--- src/rtl/alu_seq_pkg.sv ---
// rtl/alu_seq_pkg.sv - shared state encoding, ALU opcodes and flag indices for the shift/ALU sequencer
package alu_seq_pkg;

    typedef enum logic [1:0] {
        ST_IDLE  = 2'd0,
        ST_SHIFT = 2'd1,
        ST_EXEC  = 2'd2,
        ST_DONE  = 2'd3
    } state_t;

    localparam logic [2:0] OP_ADD = 3'b000;
    localparam logic [2:0] OP_SUB = 3'b001;
    localparam logic [2:0] OP_AND = 3'b010;
    localparam logic [2:0] OP_OR  = 3'b011;
    localparam logic [2:0] OP_XOR = 3'b100;

    localparam int FLAG_N = 3;
    localparam int FLAG_Z = 2;
    localparam int FLAG_C = 1;
    localparam int FLAG_V = 0;

endpackage

--- src/rtl/shift_alu_dp.sv ---
// rtl/shift_alu_dp.sv - combinational barrel shifter plus ALU with N/Z/C/V flags
//
// Ports:
//   shift_in, bshift, dir   -> shift_out   logical shift (dir 0 = left, 1 = right), zero fill
//   alu_a, alu_b, alu_ctrl  -> result      ADD/SUB/AND/OR/XOR, other opcodes give 0
//                           -> flags       {N,Z,C,V}
module shift_alu_dp
    import alu_seq_pkg::*;
#(
    parameter int WIDTH = 5
) (
    input  logic [WIDTH-1:0] shift_in,
    input  logic [1:0]       bshift,
    input  logic             dir,
    output logic [WIDTH-1:0] shift_out,
    input  logic [WIDTH-1:0] alu_a,
    input  logic [WIDTH-1:0] alu_b,
    input  logic [2:0]       alu_ctrl,
    output logic [WIDTH-1:0] result,
    output logic [3:0]       flags
);

    logic [WIDTH:0] sum;
    logic           carry;
    logic           ovf;

    assign shift_out = dir ? (shift_in >> bshift) : (shift_in << bshift);

    always_comb begin
        sum    = '0;
        result = '0;
        carry  = 1'b0;
        ovf    = 1'b0;
        case (alu_ctrl)
            OP_ADD: begin
                sum    = {1'b0, alu_a} + {1'b0, alu_b};
                result = sum[WIDTH-1:0];
                carry  = sum[WIDTH];
                ovf    = (alu_a[WIDTH-1] == alu_b[WIDTH-1]) && (result[WIDTH-1] != alu_a[WIDTH-1]);
            end
            OP_SUB: begin
                // Two's-complement subtract; carry out of 1 means no borrow.
                sum    = {1'b0, alu_a} + {1'b0, ~alu_b} + (WIDTH+1)'(1);
                result = sum[WIDTH-1:0];
                carry  = sum[WIDTH];
                ovf    = (alu_a[WIDTH-1] != alu_b[WIDTH-1]) && (result[WIDTH-1] != alu_a[WIDTH-1]);
            end
            OP_AND:  result = alu_a & alu_b;
            OP_OR:   result = alu_a | alu_b;
            OP_XOR:  result = alu_a ^ alu_b;
            default: result = '0;
        endcase

        flags         = '0;
        flags[FLAG_N] = result[WIDTH-1];
        flags[FLAG_Z] = (result == '0);
        flags[FLAG_C] = carry;
        flags[FLAG_V] = ovf;
    end

endmodule

--- src/rtl/alu_seq_ctrl.sv ---
// rtl/alu_seq_ctrl.sv - multi-cycle shift-then-ALU sequencer with optional iteration
//
// Ports:
//   clk, reset                       clock, async active-high reset
//   cmd_valid/cmd_ready + cmd_*      command: operands, op, shift amount/direction, extra passes
//   rsp_valid/rsp_ready, rsp_result  final result and {N,Z,C,V} flags, held until taken
//   rsp_flags
//   busy                             high while shifting or executing
module alu_seq_ctrl
    import alu_seq_pkg::*;
#(
    parameter int WIDTH  = 5,
    parameter int ITER_W = 2
) (
    input  logic              clk,
    input  logic              reset,
    input  logic              cmd_valid,
    output logic              cmd_ready,
    input  logic [WIDTH-1:0]  cmd_a,
    input  logic [WIDTH-1:0]  cmd_b,
    input  logic [2:0]        cmd_alu_ctrl,
    input  logic [1:0]        cmd_bshift,
    input  logic              cmd_dir,
    input  logic [ITER_W-1:0] cmd_iter,
    output logic              rsp_valid,
    input  logic              rsp_ready,
    output logic [WIDTH-1:0]  rsp_result,
    output logic [3:0]        rsp_flags,
    output logic              busy
);

    state_t            state;
    state_t            next_state;
    logic [WIDTH-1:0]  a_reg;
    logic [WIDTH-1:0]  b_reg;
    logic [WIDTH-1:0]  sh_reg;
    logic [2:0]        op_reg;
    logic [1:0]        bshift_reg;
    logic              dir_reg;
    logic [ITER_W-1:0] cnt_reg;
    logic [3:0]        flags_reg;

    logic [WIDTH-1:0]  dp_shift;
    logic [WIDTH-1:0]  dp_result;
    logic [3:0]        dp_flags;

    // Shifter works on a_reg (SHIFT stage); ALU works on the registered shift (EXEC stage).
    shift_alu_dp #(
        .WIDTH (WIDTH)
    ) u_dp (
        .shift_in  (a_reg),
        .bshift    (bshift_reg),
        .dir       (dir_reg),
        .shift_out (dp_shift),
        .alu_a     (sh_reg),
        .alu_b     (b_reg),
        .alu_ctrl  (op_reg),
        .result    (dp_result),
        .flags     (dp_flags)
    );

    always_ff @(posedge clk or posedge reset) begin
        if (reset) begin
            state <= ST_IDLE;
        end else begin
            state <= next_state;
        end
    end

    always_comb begin
        next_state = state;
        case (state)
            ST_IDLE:  if (cmd_valid) next_state = ST_SHIFT;
            ST_SHIFT: next_state = ST_EXEC;
            ST_EXEC:  next_state = (cnt_reg == '0) ? ST_DONE : ST_SHIFT;
            ST_DONE:  if (rsp_ready) next_state = ST_IDLE;
            default:  next_state = ST_IDLE;
        endcase
    end

    always_comb begin
        cmd_ready  = 1'b0;
        busy       = 1'b0;
        rsp_valid  = 1'b0;
        rsp_result = '0;
        rsp_flags  = '0;
        case (state)
            ST_IDLE:  cmd_ready = 1'b1;
            ST_SHIFT: busy      = 1'b1;
            ST_EXEC:  busy      = 1'b1;
            ST_DONE: begin
                rsp_valid  = 1'b1;
                rsp_result = a_reg;
                rsp_flags  = flags_reg;
            end
            default: ;
        endcase
    end

    always_ff @(posedge clk or posedge reset) begin
        if (reset) begin
            a_reg      <= '0;
            b_reg      <= '0;
            sh_reg     <= '0;
            op_reg     <= '0;
            bshift_reg <= '0;
            dir_reg    <= 1'b0;
            cnt_reg    <= '0;
            flags_reg  <= '0;
        end else begin
            case (state)
                ST_IDLE: begin
                    if (cmd_valid) begin
                        a_reg      <= cmd_a;
                        b_reg      <= cmd_b;
                        op_reg     <= cmd_alu_ctrl;
                        bshift_reg <= cmd_bshift;
                        dir_reg    <= cmd_dir;
                        cnt_reg    <= cmd_iter;
                    end
                end
                ST_SHIFT: sh_reg <= dp_shift;
                ST_EXEC: begin
                    // Result feeds back as the next pass's A.
                    a_reg     <= dp_result;
                    flags_reg <= dp_flags;
                    if (cnt_reg != '0) begin
                        cnt_reg <= cnt_reg - ITER_W'(1);
                    end
                end
                default: ;
            endcase
        end
    end

endmodule

--- config.mk ---
export PLATFORM = sky130hd
export DESIGN_NAME = alu_seq_ctrl
export DESIGN_NICKNAME = d
export VERILOG_FILES = /design/src/rtl/alu_seq_pkg.sv /design/src/rtl/shift_alu_dp.sv /design/src/rtl/alu_seq_ctrl.sv
export SDC_FILE = /design/constraint.sdc
export NUM_CORES = 1
export LEC_CHECK = 0
export BUFFER_PORTS_ARGS = -buffer_cell sky130_fd_sc_hd__buf_2
export CAP_MARGIN = 5
export CORE_ASPECT_RATIO = 0.5
export CORE_UTILIZATION = 45
export DETAILED_ROUTE_END_ITERATION = 16
export GPL_TIMING_DRIVEN = 0
export PLACE_DENSITY_LB_ADDON = 0.08
export SETUP_SLACK_MARGIN = 0.05
export SLEW_MARGIN = 20
export SYNTH_ARGS = -nofsm -noshare
export SYNTH_HDL_FRONTEND = slang
export SYNTH_SLANG_ARGS = --single-unit
--- constraint.sdc ---
create_clock -name clk -period 1.9 [get_ports clk]
set_input_delay 0.095 -clock clk [delete_from_list [all_inputs] [get_ports clk]]
set_output_delay 0.095 -clock clk [all_outputs]
set_load 0.02 [all_outputs]
Word-level counts from Yosys, hierarchy flattened
Index checks and enable logic that the tools add are counted.
- register bits after elaboration: 29
- bits in latches: 0
- RAM bits: 0
- memory bits (read-only): 0
- output and inout bits: 12
- logic and storage cells: 64
- memories: 0
- add/subtract/negate cells: 4
- multipliers: 0
- div/mod/pow operators: 0
- magnitude comparators: 0
- eq/ne operators: 14
- shifts and indexed selects: 2
- multiplexer cells: 18
- bitwise gates (word level): 4
- reductions and logical operators: 13
- operator list (kind ; number):
    $pmux 5 s5 ; 1
    $mux 5 ; 3
    $add 5x5->6 ; 2
    $mux 2 ; 5
    $pmux 5 s2 ; 1
    $pmux 2 s4 ; 1
    $add 6x1->6 const B ; 1
    $eq 3x2->1 const B ; 2
    $ne 2x2->1 const B ; 3
    $reduce_and 2->1 ; 3
    $and 5x5->5 ; 1
    $logic_not 5->1 ; 1
    $not 5->5 ; 1
    $or 5x5->5 ; 1
    $shl 5x2->5 ; 1
    $shr 5x2->5 ; 1
    $xor 5x5->5 ; 1
    $eq 2x2->1 const B ; 2
    $logic_not 2->1 ; 2
    $mux 4 ; 1
    $pmux 1 s2 ; 2
    $pmux 2 s2 ; 1
    $reduce_bool 2->1 ; 2
    $eq 3x1->1 const B ; 1
    10 further kinds ; 15

Longest topological paths before layout
- word-level depth: 6
- gate-level depth with buffers: 8
- mapped depth without buffers: 8

By module
A second synthesis with hierarchy kept.
- cell total of the unflattened synthesis: 249
- area total of the unflattened synthesis: 2446.1 µm²
- modules (own cells, without submodules) (module ; times used ; cells an instance ; area an instance (µm²)):
    alu_seq_ctrl ; 1 ; 114 ; 1456.4
    shift_alu_dp ; 1 ; 135 ; 989.7

Least setup slack after synthesis
No wires, ideal clock.
- kind: flip-flop to flip-flop
- start: register b_reg[0]
- end: register flags_reg[2]
- data arrival time: 1982 ps
- data required time: 1805 ps
- path slack: -177 ps
- stages on the path, launching flop included: 8
- path buffers: 0
- clock period less this slack: 2077 ps
- cells stage by stage: dfrtp_1 ha_1 fa_1 xor2_1 o211ai_2 o221ai_1 or3_1 o32ai_2
- cells in the longest elaborated chain, start to end: 5
- RTL lines (element ; RTL line ; RTL):
    start: declaration ; alu_seq_ctrl.sv:35 ; logic [WIDTH-1:0] b_reg;
    start signal: assignment ; alu_seq_ctrl.sv:115 ; b_reg <= cmd_b;
    $not 5->5 ; shift_alu_dp.sv:43 ; sum = {1'b0, alu_a} + {1'b0, ~alu_b} + (WIDTH+1)'(1);
    $add 5x5->6 ; shift_alu_dp.sv:43 ;
    $add 6x1->6 ; shift_alu_dp.sv:43 ;
    $pmux 5 s5 (*) ; shift_alu_dp.sv:34 ; case (alu_ctrl)
    $logic_not 5->1 (*) ; shift_alu_dp.sv:56 ; flags[FLAG_Z] = (result == '0);
    end signal: assignment ; alu_seq_ctrl.sv:126 ; flags_reg <= dp_flags;
    end: declaration ; alu_seq_ctrl.sv:41 ; logic [3:0] flags_reg;
Mark *: on every way between the ends. The rest lies on a longest branch, timed or not.
A chain may end at the register's enable or synchronous reset.

Worst setup path in the final report
- start: register sh_reg[0]
- end: register flags_reg[2]
- cells in the longest elaborated chain, start to end: 4
- RTL lines (element ; RTL line ; RTL):
    start: declaration ; alu_seq_ctrl.sv:36 ; logic [WIDTH-1:0] sh_reg;
    start signal: assignment ; alu_seq_ctrl.sv:122 ; ST_SHIFT: sh_reg <= dp_shift;
    $add 5x5->6 ; shift_alu_dp.sv:43 ;
    $add 6x1->6 ; shift_alu_dp.sv:43 ;
    $pmux 5 s5 (*) ; shift_alu_dp.sv:34 ;
    $logic_not 5->1 (*) ; shift_alu_dp.sv:56 ;
Marks and branches as above.

==> impl_metrics.csv <==
group,metric,value,unit
status,outcome,"complete, but fails checks",
status,violations,"negative setup slack",
power,peakVddDrop,0.0009167,V
synth,synth.area.top_cells,"dfrtp_1 (32%), ha_1 (11%), mux2_2 (7.1%)",
sta,fin_crit,2.203,ns
floorplanning,start_util,48.84,%
synth,yosysWarnings,0,
global_route,grt_pass1_wl,9025,um
drt,firstDrtPassIters,4,
setup_path,reg2reg_depth,8,
finish,final_area,0.002924,mm^2
synth,syn_area_per_cell,9.267,um^2
sta,fin_ws,-0.3025,ns
placement,gp_congestion,0.9323,
floorplanning,die_w,101.6,um
power,finalPower,0.006035,W
drt,drt-initial-drc-count,95,
drt,vias,2015,
setup_path,start_kind,"flip-flop",
setup_path,r2r_slack,-0.30,ns
sta,finalHoldViolCount,0,
drt,viasPerCell,5.476,
synth,synth_seq_cells,29,
synth,ys.flop_type,"dfrtp_1",
placement,dpl.hpwl,4072,um
floorplanning,num_io_pins,34,
clock_network,clock_latency,0.28,ns
synth,syn_nets,285,
sta,slew_viol_final,0,
setup_path,endpoint_kind,"flip-flop",
setup_path,regToRegStartpoint,"sh_reg[0]$_DFFE_PP0N_",
sta,clock-skew-final,0.005618,ns
finish,final_nets,345,
synth,netlist_area,0.002233,mm^2
finish,antennaDiodeCount,0,
min_path,hold_end,"dir_reg$_DFFE_PP0P_",
sta,tightest_slew,0.6314,ns
global_route,grt_usage,23.05,%
min_path,hold_path_startpoint,"cmd_dir",
placement,dpl_cell_area,0.002511,mm^2
clock_network,tritoncts,"done",
drt,ant_nets,0,
setup_path,worstPathRequired,2.09,ns
finish,multiInputGateArea,0.001556,mm^2
synth,seq_area_frac_synth,32.49,%
clock_network,root_buffer,"clkbuf_8",
sta,relSlewSlack,57.84,%
min_path,min_delay_path_depth,2,
sta,timing.final.crit_share,115.9,%
clock_network,path_clk_slew,0.07,ns
sta,setup_viol,8,
global_route,grt-ovfl-total,0,
floorplanning,die_area,0.005266,mm^2
synth,synth_cell_types,53,
clock_network,numCtsBuffers,5,
flow_run,cap_violations,0,
drt,drc_errors,0,
finish,fillers,397,
placement,port_buffers,33,
global_route,antenna_found_initial,0,
synth,synth-edff-count,0,
global_route,grt_pass1_vias,1858,
finish,drive_gt1_share,40.40,%
clock_network,cts.path.max_buffers,2,
finish,ff_latch_area,730.7,um^2
finish,area_delta_synth_final,30.92,%
min_path,holdCritPathClass,"in -> reg",
drt,drt-total-wl,5809,um
power,p_leak,1.334,nW
synth,synth_top_cell_area_share,32.49,%
clock_network,cts_sinks,29,
setup_path,worstPathArrival,2.39,ns
setup_path,crit_fanout,3,
floorplanning,die_height,51.82,um
setup_path,reg2reg_to,"flags_reg[2]$_DFFE_PP0P_",
synth,syn-instance-count,241,
clock_network,htree_num_levels,2,
synth,yosysTopAreaCell,"dfrtp_1",
synth,async_flop_share,100.0,%
sta,fmax,454.0,MHz
setup_path,path_class,"reg -> reg",
global_route,grt_max_degree,30,
drt,wl_per_cell,15.79,um
floorplanning,core-area,0.004573,mm^2
floorplanning,rows,17,
sta,rsz0062_at_grt,"true",
power,powerDensity,2064,mW/mm^2
-- cell type report --
type | count | share of cell area [%]
multi-input cells | 179 | 53.23
well taps | 66 | 2.824
flip-flops and latches | 29 | 24.99
inverters | 23 | 3.038
repair buffers | 53 | 11.25
plain buffers | 10 | 1.840
clock buffers | 6 | 2.482
clock inverters | 2 | 0.3423
-- worst max-delay path by stage --
stage,start,to
2_1_floorplan,sh_reg[0]$_DFFE_PP0N_,flags_reg[2]$_DFFE_PP0P_
3_3_place_gp,sh_reg[0]$_DFFE_PP0N_,flags_reg[2]$_DFFE_PP0P_
3_5_place_dp,sh_reg[0]$_DFFE_PP0N_,flags_reg[2]$_DFFE_PP0P_
4_1_cts,sh_reg[0]$_DFFE_PP0N_,flags_reg[2]$_DFFE_PP0P_
5_1_grt,sh_reg[0]$_DFFE_PP0N_,flags_reg[2]$_DFFE_PP0P_
6_report,sh_reg[0]$_DFFE_PP0N_,flags_reg[2]$_DFFE_PP0P_
-- cells in the final DEF (no fill, tap or decap), types with 3 or more instances in the layout --
cell      synthesis  layout
a211o_1           3       3
a21oi_1          10       9
a22o_1            3       3
and2_1            9       9
buf_2             1      35
buf_4             1      17
buf_6             1       4
clkbuf_1          6       5
clkbuf_8          0       5
dfrtp_1          29      25
dfrtp_2           0       4
ha_1             20      12
ha_2              0       3
ha_4              0       5
inv_1            23      17
inv_2             0       5
mux2_2           14      14
mux2i_1           6       5
nand2_1          16      15
nor2_1           18      18
nor2b_1           7       7
o211ai_1          5       5
o21a_1            4       4
o21ai_0          15      11
o21ai_1           0       4
-- routing by layer --
metal  wire length, um  share of wire (%)  vias up  track usage (%)
li1                  -                  -      976                -
met1              2787                 48      985            32.66
met2              2637                 45       49            36.60
met3               348                6.0        5            5.108
met4                36               0.62        0            3.865
met5                 0                  0        -                0
-- cell usage after synthesis, drive strengths merged, types with 6 or more instances --
cell,count
o211ai,6
a21oi,10
mux2,14
o21ai,15
ha,20
and2,9
nor2,18
dfrtp,29
nor2b,7
nand2,16
clkbuf,6
mux2i,6
inv,23
-- report_power, final --
group | internal (W) | switching [W]
Sequential | 0.000931 | 0.000378
Clock | 0.000253 | 0.000242
Combinational | 0.00204 | 0.00220
-- cell families (layout without fill, tap and decap cells) --
kind of cell / after synthesis / in the layout / share of synthesized area [%]
compound gates: 69 / 69 / 22.19
simple gates: 66 / 66 / 15.07
buf+inv: 33 / 94 / 6.106
xor+xnor: 1 / 1 / 0.3922
fa+ha+maj: 22 / 22 / 13.00
mux: 21 / 21 / 10.76
flops: 29 / 29 / 32.49
-- metrics by stage --
stage	util, %	cells	setup TNS, ns	setup WS, ns	hold WS (ns)
after floorplan	-	241	-0.05562	-0.05562	0.1730
after global placement	54.91	340	-2.357	-0.3184	0.3254
after detailed placement	54.91	340	-2.746	-0.3449	0.2158
after CTS	60.57	360	-1.429	-0.2998	0.03616
after global routing	63.94	368	-1.931	-0.3970	0.03645
final	63.94	368	-1.384	-0.3025	0.04266
-- critical path: stages (launching register included) --
cell	delay (ns)
dfrtp_2	0.43
inv_2	0.07
ha_4	0.16
fa_2	0.51
mux2i_1	0.06
nand2_1	0.08
o211ai_1	0.14
or3_1	0.42
o32ai_2	0.24
-- timing repair --
action | in CTS | in global routing
setup buffers | 10 | 10
endpoints found under the setup margin | 19 | 19
cloned | 1 | 0
resized for setup | 25 | 23
pin swaps | 17 | 22
hold buffers | 1 | 0
hold endpoints to repair | 29 | 0
Note: power is estimated with default switching activity, not from simulation.
